`src/rtl/parking_lot_occupancy.sv`:
```
// Parking lot gate decoder and occupancy counter.
// Two synchronised photo-sensor levels {a,b} are tracked by one FSM that
// recognises complete enter (outer->inner) and exit (inner->outer) sequences.
// Completed sequences drive one-cycle event pulses and a saturating count.
// Two-bit sensor jumps park the FSM in WAIT until both beams clear and set
// a sticky error flag, as does any attempt to overflow or underflow the count.
module parking_lot_occupancy #(
  parameter int CAPACITY = 3,
  localparam int CW = $clog2(CAPACITY + 1)
) (
  input  logic          clk,
  input  logic          reset,
  input  logic          a,
  input  logic          b,
  output logic          enter,
  output logic          exit,
  output logic [CW-1:0] count,
  output logic          full,
  output logic          empty,
  output logic          err
);

  localparam logic [2:0] S_IDLE = 3'd0;
  localparam logic [2:0] S_EN1  = 3'd1;
  localparam logic [2:0] S_EN2  = 3'd2;
  localparam logic [2:0] S_EN3  = 3'd3;
  localparam logic [2:0] S_EX1  = 3'd4;
  localparam logic [2:0] S_EX2  = 3'd5;
  localparam logic [2:0] S_EX3  = 3'd6;
  localparam logic [2:0] S_WAIT = 3'd7;

  localparam logic [CW-1:0] CAP_VAL = CW'(CAPACITY);

  logic [2:0] state;
  logic [2:0] state_nxt;
  logic [1:0] ab;
  logic       enter_ev;
  logic       exit_ev;
  logic       to_wait;
  logic       at_cap;
  logic       at_zero;

  assign ab      = {a, b};
  assign at_cap  = (count == CAP_VAL);
  assign at_zero = (count == '0);

  // Next-state decode; also flags completed sequences and illegal jumps.
  always_comb begin
    state_nxt = state;
    enter_ev  = 1'b0;
    exit_ev   = 1'b0;
    case (state)
      S_IDLE: begin
        case (ab)
          2'b10:   state_nxt = S_EN1;
          2'b01:   state_nxt = S_EX1;
          2'b11:   state_nxt = S_WAIT;
          default: state_nxt = S_IDLE;
        endcase
      end
      S_EN1: begin
        case (ab)
          2'b11:   state_nxt = S_EN2;
          2'b00:   state_nxt = S_IDLE;
          2'b01:   state_nxt = S_WAIT;
          default: state_nxt = S_EN1;
        endcase
      end
      S_EN2: begin
        case (ab)
          2'b01:   state_nxt = S_EN3;
          2'b10:   state_nxt = S_EN1;
          2'b00:   state_nxt = S_WAIT;
          default: state_nxt = S_EN2;
        endcase
      end
      S_EN3: begin
        case (ab)
          2'b11:   state_nxt = S_EN2;
          2'b00: begin
            state_nxt = S_IDLE;
            enter_ev  = 1'b1;
          end
          2'b10:   state_nxt = S_WAIT;
          default: state_nxt = S_EN3;
        endcase
      end
      S_EX1: begin
        case (ab)
          2'b11:   state_nxt = S_EX2;
          2'b00:   state_nxt = S_IDLE;
          2'b10:   state_nxt = S_WAIT;
          default: state_nxt = S_EX1;
        endcase
      end
      S_EX2: begin
        case (ab)
          2'b10:   state_nxt = S_EX3;
          2'b01:   state_nxt = S_EX1;
          2'b00:   state_nxt = S_WAIT;
          default: state_nxt = S_EX2;
        endcase
      end
      S_EX3: begin
        case (ab)
          2'b11:   state_nxt = S_EX2;
          2'b00: begin
            state_nxt = S_IDLE;
            exit_ev   = 1'b1;
          end
          2'b01:   state_nxt = S_WAIT;
          default: state_nxt = S_EX3;
        endcase
      end
      default: begin
        if (ab == 2'b00) state_nxt = S_IDLE;
        else             state_nxt = S_WAIT;
      end
    endcase
  end

  // Only entry into WAIT from another state counts as an illegal jump.
  assign to_wait = (state_nxt == S_WAIT) && (state != S_WAIT);

  // FSM state register.
  always_ff @(posedge clk or negedge reset) begin
    if (!reset) state <= S_IDLE;
    else        state <= state_nxt;
  end

  // One-cycle event pulses.
  always_ff @(posedge clk or negedge reset) begin
    if (!reset) begin
      enter <= 1'b0;
      exit  <= 1'b0;
    end else begin
      enter <= enter_ev;
      exit  <= exit_ev;
    end
  end

  // Saturating occupancy counter.
  always_ff @(posedge clk or negedge reset) begin
    if (!reset) begin
      count <= '0;
    end else if (enter_ev && !at_cap) begin
      count <= count + 1'b1;
    end else if (exit_ev && !at_zero) begin
      count <= count - 1'b1;
    end
  end

  // Sticky error: illegal jump, overflow or underflow attempt.
  always_ff @(posedge clk or negedge reset) begin
    if (!reset) begin
      err <= 1'b0;
    end else if (to_wait || (enter_ev && at_cap) || (exit_ev && at_zero)) begin
      err <= 1'b1;
    end
  end

  assign full  = at_cap;
  assign empty = at_zero;

endmodule
```
`config.mk`:
```
export PLATFORM = sky130hd
export DESIGN_NAME = parking_lot_occupancy
export DESIGN_NICKNAME = d
export VERILOG_FILES = /design/src/rtl/parking_lot_occupancy.sv
export SDC_FILE = /design/constraint.sdc
export NUM_CORES = 1
export LEC_CHECK = 0
export ABC_AREA = 1
export CORE_UTILIZATION = 52
export CTS_CLUSTER_SIZE = 14
export DETAILED_ROUTE_END_ITERATION = 10
export PLACE_DENSITY = 0.77
export SLEW_MARGIN = 20
export SYNTH_ARGS = -nofsm -noshare
export SYNTH_HDL_FRONTEND = slang
export SYNTH_SLANG_ARGS = --single-unit
```
`constraint.sdc`:
```
create_clock -name clk -period 1.53 [get_ports clk]
set_input_delay 0.459 -clock clk [delete_from_list [all_inputs] [get_ports clk]]
set_output_delay 0.459 -clock clk [all_outputs]
set_load 0.02 [all_outputs]
```
==> results.py <==
metrics = {
    "layout": {
        "diodes": 0,
        "fillerInstances": 102,
        "layout.cells.most_common_list": "20 x nand2_1, 20 x buf_4, 12 x nor2_1, 10 x nand3_1, 9 x inv_1",
        "finalNetCount": 146,
        "final_core_util_pct": 77.1,
        "drive_above_1_share_pct": 37.1,
        "final_area_sq_mm": 0.00103,
        "syn_to_final_growth_pct": 34.3,
    },
    "place": {
        "numPortBuffers": 10,
        "globalplace.congestion": 0.883,
        "hpwl_mm": 1.51,
        "placed_area_sq_um": 986,
    },
    "sta": {
        "worst_hold_slack_ns": 0.482,
        "final_max_slew_viol_count": 0,
        "period_share_pct": 98.2,
        "setup_viol": 0,
        "period_needed_ns": 1.50,
        "max_slew.worst_pin.slew_ns": 0.373,
        "final-hold-violation-count": 0,
        "fmax_mhz": 665,
        "rsz0062_at_grt": "false",
        "max_slew_margin_pct": 75.0,
        "clock_skew_ns": 0.00465,
    },
    "routing": {
        "wl_per_cell_um": 13.9,
        "vias_per_cell": 5.63,
        "drt_iter0_drc": 31,
        "routed_wl_mm": 2.04,
        "firstDrtPassIters": 4,
        "drc": 0,
        "ant_nets": 0,
        "num_vias": 827,
    },
    "critical_path": {
        "reg2reg_from": "state[0]$_DFF_PN0_",
        "r2r_cells": 7,
        "max_stage_delay_ns": 0.40,
        "reg2reg_to": "err$_DFFE_PN0P_",
        "worstPathRequired_ns": 1.07,
        "worst-path-max-fanout": 3,
        "startpoint_type": "register",
        "rrSetupSlack_ns": 0.14,
        "crit_type": "reg -> out",
        "crit_path_end_kind": "output pin",
        "critPathLaunch": "count[0]$_DFFE_PN0P_",
        "slowest_stage": "dfrtp_1",
        "cp_data_arrival_time_ns": 1.04,
        "critPathBufInv": 2,
        "crit_chain": "buf_4 > clkdlybuf4s15_2",
        "crit_family": "flip-flops",
    },
    "outcome": {
        "status": "finished, final reports clean",
    },
    "global_route": {
        "use_met3_pct": 8.89,
        "grt_max_degree": 11,
        "grt_pass1_vias": 692,
        "grt_busiest_layer": "met2",
        "gr-usage-met1_pct": 37.4,
        "grt_util_all_layers_pct": 28.2,
        "grt_pass1_wl_mm": 3.02,
        "grt_use_met2_pct": 43.3,
        "overflow": 0,
        "antenna_found_initial": 0,
    },
    "floorplanning": {
        "start_util_pct": 57.4,
        "rows": 13,
        "die_h_um": 40.4,
        "die_x_um": 40.4,
        "die-area_sq_mm": 0.00163,
        "io_pins": 11,
        "core_area_sq_mm": 0.00133,
    },
    "cts": {
        "clock-root-buffer": "clkbuf_4",
        "clk_pin_slew_ns": 0.06,
        "cts_tree": "built",
        "h-tree-depth": 1,
        "cts_inserted_buffers": 3,
        "postCtsSetupBuffers": 0,
        "clockBufferDepth": 2,
        "hold_buffers": 0,
        "clock_sinks": 8,
        "clock_latency_ns": 0.26,
    },
    "pwr": {
        "p_seq_share_pct": 25.6,
        "p_clk_share_pct": 9.8,
        "netSwitchingPower_uw": 858,
        "p_comb_share_pct": 64.6,
        "switching_share_pct": 50.9,
        "p_per_area_mw_per_mm2": 1640,
        "internal-power_uw": 828,
        "p_leak_uw": 0.000552,
        "vdd_drop_max_mv": 1.26,
        "finalPower_uw": 1690,
    },
    "synth": {
        "synth_seq_area_share_pct": 26.1,
        "syn_avg_cell_area_sq_um": 7.43,
        "netlist_instances": 103,
        "ys_warn_count": 0,
        "syn_area_sq_um": 766,
        "synth_nets": 115,
        "ys_seq_elements": 8,
        "ys_types": 26,
    },
    "flow_run": {
        "cap_viol_max_count": 0,
    },
    "worst_hold_path": {
        "hold_path_class": "in -> async",
    },
}
## power by group through the flow
stage / combinational [uW] / sequential [uW] / clock (uW)
final: 1090 / 431 / 165
after global routing: 1170 / 444 / 181
after CTS: 1060 / 431 / 172
after detailed placement: 1080 / 432 / 0
after global placement: 1050 / 422 / 0
after floorplan: 795 / 388 / 0
## registers in the layout, summed over array words and instances, names as in the netlist
name   cells
state      3
err        1
exit       1
count      2
enter      1
## timing repair
item | in CTS | in global routing
pin swaps | 2 | 5
setup endpoints to repair | 14 | 4
resized for setup | 20 | 11
## kinds of logic (layout without fill, tap and decap cells)
family / count (synthesis) / in the layout / share of synthesized area (%)
flops: 8 / 8 / 26.1
simple gates: 59 / 59 / 38.6
xor+xnor: 1 / 1 / 1.14
fa+ha+maj: 8 / 8 / 13.1
compound gates: 8 / 8 / 6.70
buf+inv: 19 / 48 / 14.4
## cells in the mapped netlist
cell / count / share of area [%]
o21ai_1: 1 / 0.65
o21ai_2: 1 / 1.1
o21a_1: 2 / 2.0
inv_1: 11 / 5.4
inv_6: 1 / 1.1
nand3_2: 1 / 1.3
ha_1: 8 / 13
nor4_1: 1 / 0.82
nor3_4: 1 / 2.1
nor3_1: 1 / 0.65
nor2_4: 1 / 1.5
o211ai_1: 1 / 0.98
o21ai_0: 1 / 0.65
nand2_4: 1 / 1.5
nor2_1: 15 / 7.4
inv_2: 3 / 1.5
nand3_1: 10 / 6.5
nand2_1: 20 / 9.8
buf_8: 1 / 2.0
dfrtp_1: 8 / 26
nor3_2: 1 / 1.3
a21oi_1: 2 / 1.3
buf_6: 3 / 4.4
nand2_2: 2 / 1.6
xor2_1: 1 / 1.1
nand4_1: 5 / 4.1
## cell type report
| type | instances | area (sq um) | area share (%) |
|---|---|---|---|
| well taps | 15 | 18.8 | 1.82 |
| flip-flops and latches | 8 | 201 | 19.6 |
| multi-input cells | 76 | 493 | 47.9 |
| inverters | 15 | 61.3 | 5.96 |
| repair buffers | 30 | 231 | 22.5 |
| clock buffers | 3 | 22.5 | 2.19 |
## worst reg2reg max path, cell delays in order (launching register included)
cell	delay [ns]
dfrtp_2	0.54
inv_1	0.18
nand3_2	0.12
nor2_1	0.05
nor2_2	0.13
nand3_1	0.12
nand3_1	0.09
nand2_1	0.05
## worst max path at each step
stage,slack [ns],depth (start not counted),to
floorplan,0.13,7,count[0]$_DFFE_PN0P_
global placement,-0.51,10,err$_DFFE_PN0P_
detailed placement,-0.62,10,err$_DFFE_PN0P_
CTS,0.006,11,err$_DFFE_PN0P_
global route,0.002,2,count[0]
finish,0.03,2,count[0]
## stage by stage
| step | TNS (ns) | setup WS [ns] | std cells |
|---|---|---|---|
| 6_report | 0 | 0.0273 | 147 |
| 5_1_grt | 0 | 0.00237 | 147 |
| 4_1_cts | 0 | 0.00643 | 147 |
| 3_5_place_dp | -3.70 | -0.615 | 144 |
| 3_3_place_gp | -3.10 | -0.510 | 144 |
| 2_1_floorplan | 0 | 0.127 | 103 |
## metal layers
| metal | vias up | share of wire, % |
|---|---|---|
| met5 | - | 0 |
| li1 | 390 | - |
| met1 | 378 | 39 |
| met2 | 55 | 49 |
| met3 | 4 | 11 |
| met4 | 0 | 0.74 |
Power figures use the tool's default switching activity.
